## config.mk

```make
export PLATFORM = sky130hd
export DESIGN_NAME = counter_seq_ctrl
export DESIGN_NICKNAME = d
export VERILOG_FILES = /design/src/rtl/counter_seq_pkg.sv /design/src/rtl/ud_mod_counter.sv /design/src/rtl/counter_seq_ctrl.sv
export SDC_FILE = /design/constraint.sdc
export NUM_CORES = 1
export LEC_CHECK = 0
export CAP_MARGIN = 20
export CELL_PAD_IN_SITES_DETAIL_PLACEMENT = 1
export CELL_PAD_IN_SITES_GLOBAL_PLACEMENT = 1
export CORE_ASPECT_RATIO = 0.9
export CORE_MARGIN = 8
export CORE_UTILIZATION = 46
export CTS_CLUSTER_SIZE = 10
export DETAILED_ROUTE_END_ITERATION = 16
export DONT_BUFFER_PORTS = 1
export PLACE_DENSITY = 0.86
export REMOVE_ABC_BUFFERS = 1
export SETUP_SLACK_MARGIN = 0.05
export SLEW_MARGIN = 20
export SYNTH_ARGS = -nofsm -noshare
export SYNTH_HDL_FRONTEND = slang
export SYNTH_SLANG_ARGS = --single-unit
```

## constraint.sdc

```tcl
create_clock -name clk -period 3.1 [get_ports clk]
set_input_delay 0.62 -clock clk [delete_from_list [all_inputs] [get_ports clk]]
set_output_delay 0.62 -clock clk [all_outputs]
set_load 0.05 [all_outputs]
```

## src/rtl/counter_seq_pkg.sv

```systemverilog
// Shared types and constants for the up/down counter sequencer.
package counter_seq_pkg;

    typedef enum logic [1:0] {
        IDLE,
        RUN,
        HOLD
    } state_t;

    localparam logic DIR_UP   = 1'b1;
    localparam logic DIR_DOWN = 1'b0;

endpackage

```

## src/rtl/ud_mod_counter.sv

```systemverilog
// Mod-(MAX+1) up/down counter with synchronous load and registered wrap pulse.
module ud_mod_counter
    import counter_seq_pkg::*;
#(
    parameter int unsigned MAX = 10,
    parameter int unsigned CW  = $clog2(MAX + 1)
) (
    input  logic          clk,
    input  logic          rst,
    input  logic          en,
    input  logic          load,
    input  logic          dir,
    output logic [CW-1:0] count,
    output logic          wrap
);

    localparam logic [CW-1:0] TOP = CW'(MAX);

    logic          at_term;
    logic [CW-1:0] origin;

    assign at_term = (dir == DIR_DOWN) ? (count == '0) : (count == TOP);
    assign origin  = (dir == DIR_DOWN) ? TOP : '0;

    always_ff @(posedge clk or posedge rst) begin
        if (rst) begin
            count <= '0;
            wrap  <= 1'b0;
        end else begin
            wrap <= 1'b0;
            if (load) begin
                count <= origin;
            end else if (en) begin
                // Stepping off the terminal value lands back on the origin.
                wrap <= at_term;
                if (at_term)
                    count <= origin;
                else if (dir == DIR_UP)
                    count <= count + 1'b1;
                else
                    count <= count - 1'b1;
            end
        end
    end

endmodule

```

## src/rtl/counter_seq_ctrl.sv

```systemverilog
// Job sequencer: accepts (direction, laps) commands and runs the counter for that many wraps.
module counter_seq_ctrl
    import counter_seq_pkg::*;
#(
    parameter int unsigned MAX   = 10,
    parameter int unsigned LAP_W = 8,
    localparam int unsigned CW   = $clog2(MAX + 1)
) (
    input  logic             clk,
    input  logic             rst,
    input  logic             cmd_valid,
    output logic             cmd_ready,
    input  logic             cmd_dir,
    input  logic [LAP_W-1:0] cmd_laps,
    input  logic             pause,
    input  logic             abort,
    output logic [CW-1:0]    counter,
    output logic             carry,
    output logic             busy,
    output logic             paused,
    output logic             done,
    output logic             aborted,
    output logic [LAP_W-1:0] laps_left
);

    state_t state;
    logic   dir_q;
    logic   accept;
    logic   start;
    logic   step_en;
    logic   at_term;
    logic   cnt_dir;

    assign cmd_ready = (state == IDLE);
    assign busy      = (state == RUN) || (state == HOLD);
    assign paused    = (state == HOLD);

    assign accept  = cmd_valid & cmd_ready;
    assign start   = accept & (cmd_laps != '0);
    assign step_en = (state == RUN) & ~pause & ~abort;
    assign cnt_dir = start ? cmd_dir : dir_q;
    assign at_term = (dir_q == DIR_UP) ? (counter == CW'(MAX)) : (counter == '0);

    ud_mod_counter #(
        .MAX (MAX),
        .CW  (CW)
    ) u_cnt (
        .clk   (clk),
        .rst   (rst),
        .en    (step_en),
        .load  (start),
        .dir   (cnt_dir),
        .count (counter),
        .wrap  (carry)
    );

    always_ff @(posedge clk or posedge rst) begin
        if (rst) begin
            state     <= IDLE;
            dir_q     <= DIR_UP;
            laps_left <= '0;
            done      <= 1'b0;
            aborted   <= 1'b0;
        end else begin
            done    <= 1'b0;
            aborted <= 1'b0;
            case (state)
                IDLE: begin
                    if (accept) begin
                        if (cmd_laps == '0) begin
                            done <= 1'b1;
                        end else begin
                            state     <= RUN;
                            dir_q     <= cmd_dir;
                            laps_left <= cmd_laps;
                        end
                    end
                end
                RUN: begin
                    // Abort outranks pause and a coincident final wrap.
                    if (abort) begin
                        state   <= IDLE;
                        aborted <= 1'b1;
                    end else if (pause) begin
                        state <= HOLD;
                    end else if (at_term) begin
                        laps_left <= laps_left - 1'b1;
                        if (laps_left == LAP_W'(1)) begin
                            done  <= 1'b1;
                            state <= IDLE;
                        end
                    end
                end
                HOLD: begin
                    if (abort) begin
                        state   <= IDLE;
                        aborted <= 1'b1;
                    end else if (!pause) begin
                        state <= RUN;
                    end
                end
                default: state <= IDLE;
            endcase
        end
    end

endmodule

```

==> metrics <==
Yosys warning total=0; max-capacitance violation count=0; ANT cells=0; Die Height=67.2 um; HP Class=input port to asynchronous set/reset pin; largest net degree at the start of global routing=24; cts bufs inserted=3; total gr overflow=0; via count=1,169; first-pass GRT wire length=6200 um; Port Buf Inserts=0; simple-gate area share of the yosys netlist=0.248; area of the multi-input gates=825 sq um; grt peak-use layer=met2; vias in the first global route=1,306; cell count after placement=188; DPL Wire Length=2970 um; Final Skew=0.0107 ns; worst skew pair latency=0.31 ns; Crit. End Element=flop; Register Area=452 sq um; initial antenna violation count=0; setup tns final=0 ns; CTS Hold Buffers Added=0; DRT antenna net count=0; final setup violating endpoints=0; Final min period=2.69 ns; CTS root buf=clkbuf_4; Global Route Usage Sum=0.160; Pre-antenna DRT Iters=4; Die Width=72.9 um; unrepaired setup endpoints after global routing=no; fillers=340; Async SR Flop Fraction=1.00; CORE AREA=2770 sq um; combinational family with the most area after synthesis=compound AO/OA/AOI/OAI gates; Worst Path Max Fanout=6; post-synth cell types=48; Adder-Cell Fraction of Synth Area=0.0746; post-synthesis mux area share=0.0149; GRT met1 Usage=0.175; top_reg_cell synth=dfrtp_1; family with the most delay on the worst path=compound AO/OA/AOI/OAI gates; Critical Path RT=3.32 ns; H-tree levels=1; Fmax=372 MHz; max-slew violations=0; CTS resizes=0; Worst Path Buf+Inv=2; crit-path cells=inv_1, ha_1, nand2_1, a21o_1, a21o_1, inv_1, ha_1, o21ai_0, nand2b_1, a211oi_1, a2111oi_0, a211oi_1; Worst Max-Slew Pin Slew=0.728 ns; Crit Path Class=flop to flop; Worst-path clk slew=0.12 ns; post-CTS setup buffers=0; crit path launch type=flop; met2 Track Usage GR=0.291; Via-to-Cell Ratio=6.09; final instance count without filler cells=192; post-route clock period utilization=0.867; final wirelength=3720 um; mean post-synth cell area=9.00 sq um; slowest stage delay, CP=0.43 ns; Max Root-Sink Buffers=2; Compound-Gate Fraction of Synth Area=0.264; GP Congestion=0.833; Cell Area, Synth=1340 sq um; CTS tree=yes; area grow syn2layout=6.62%; xor-xnor portion of the synthesized cell area=0.0131; Slew headroom=0.514; clock sink count=18; synthesized flop and latch total=18; IO Pins=32; Slowest-stage cell, CP=dfrtp_1; std cell rows=18; Hold Fails Final Rpt=0; die area=4900 sq um; fin nets=175; Initial Util=0.484; share of cells above drive strength 1=0.138; Avg WL per Cell=19.4 um; status=finished, final reports clean; post-synthesis sequential area ratio=0.337; Syn Inst Count=149; number of flops mapped to enable cells by yosys=0; CP arrival=2.91 ns; met3 Track Usage GR=0.0503; Initial DRC Count=19; Residual DRC=0
[cells by family (layout without fill, tap and decap cells)]
kind of cell,Yosys count,count (layout)
muxes,2,2
DFF,18,18
AOI/OAI and AO/OA,46,46
adders and majority gates,8,8
buffers and inverters,15,18
and+or+nand+nor,58,58
xor gates and xnor gates,2,2
[cell type report]
| class | instances | area share |
|---|---|---|
| Multi-Input combinational cell | 116 | 0.577 |
| Sequential cell | 18 | 0.316 |
| Tap cell | 40 | 0.0350 |
| Inverter | 10 | 0.0262 |
| Clock buffer | 4 | 0.0254 |
| Timing Repair Buffer | 4 | 0.0210 |
[synth_stat cells, types with 3 or more instances]
cell	instances	area [sq um]
nor2_1	11	41.3
nand3_1	4	20.0
a21oi_1	8	40.0
dfrtp_1	17	425
clkbuf_1	3	11.3
inv_1	10	37.5
a21o_1	4	30.0
nor2b_1	6	37.5
nand2_1	13	48.8
or2_2	4	25.0
ha_1	8	100
o22a_1	5	43.8
nor3_1	4	20.0
o21ai_0	7	35.0
[registers in the layout (all words and copies together), names as in the netlist]
register / count
laps_left: 8
u_cnt.count: 4
state: 2
aborted: 1
dir_q: 1
done: 1
u_cnt.wrap: 1
[layout by cell type, fill, tap and decap left out, types with 2 or more instances in the layout]
cell	n
a2111oi_0	2
a211oi_1	2
a21o_1	4
a21oi_1	8
a221oi_2	2
a31oi_1	2
a41oi_1	2
and3_1	2
buf_4	4
clkbuf_4	3
dfrtp_1	17
ha_1	8
inv_1	10
mux2i_1	2
nand2_1	13
nand2b_1	2
nand3_1	4
nor2_1	11
nor2b_1	6
nor3_1	4
nor4_1	2
nor4_4	2
o21ai_0	7
o22a_1	5
or2_2	4
or3_1	2
[final timing paths]
check | cells after the start | from | endpoint | slack, ns
max | 12 | state[0]$_DFFE_PP0P_ | u_cnt.count[3]$_DFFE_PP0P_ | 0.41
min | 1 | rst | laps_left[7]$_DFFE_PP0P_ | 0.31
max reg2reg | 12 | state[0]$_DFFE_PP0P_ | u_cnt.count[3]$_DFFE_PP0P_ | 0.41
min reg2reg | 1 | dir_q$_DFFE_PP1P_ | dir_q$_DFFE_PP1P_ | 0.63
max in group asynchronous | 1 | rst | u_cnt.count[1]$_DFFE_PP0P_ | 2.33
min in group clk | 1 | abort | aborted$_DFF_PP0_ | 0.43
[worst register-to-register path: stages, from the launching register on]
cell       delay [ns]
dfrtp_1          0.43
inv_1            0.12
ha_1             0.22
nand2_1          0.15
a21o_1           0.25
a21o_1           0.24
inv_1            0.10
ha_1             0.27
o21ai_0          0.09
nand2b_1         0.08
a211oi_1         0.27
a2111oi_0        0.12
a211oi_1         0.24
[per-layer routing]
| metal | vias up | routed length, um |
|---|---|---|
| li1 | 554 | - |
| met4 | 0 | 36 |
| met1 | 580 | 1550 |
| met2 | 30 | 1850 |
| met5 | - | 0 |
| met3 | 5 | 275 |
[metrics by stage]
step           utilization  hold WS [ns]  setup WS [ns]  cell area (sq um)
6_report             0.516         0.306          0.411               1430
5_1_grt              0.516         0.368          0.158               1430
4_1_cts              0.516         0.350          0.439               1430
3_5_place_dp         0.503         0.608          0.245               1390
3_3_place_gp         0.503         0.585          0.357               1390
2_1_floorplan            -         0.558          0.286               1310
Power is left out: the tool's default activity adds up to more than one toggle a clock period on the data nets, which glitch-free logic cannot reach.
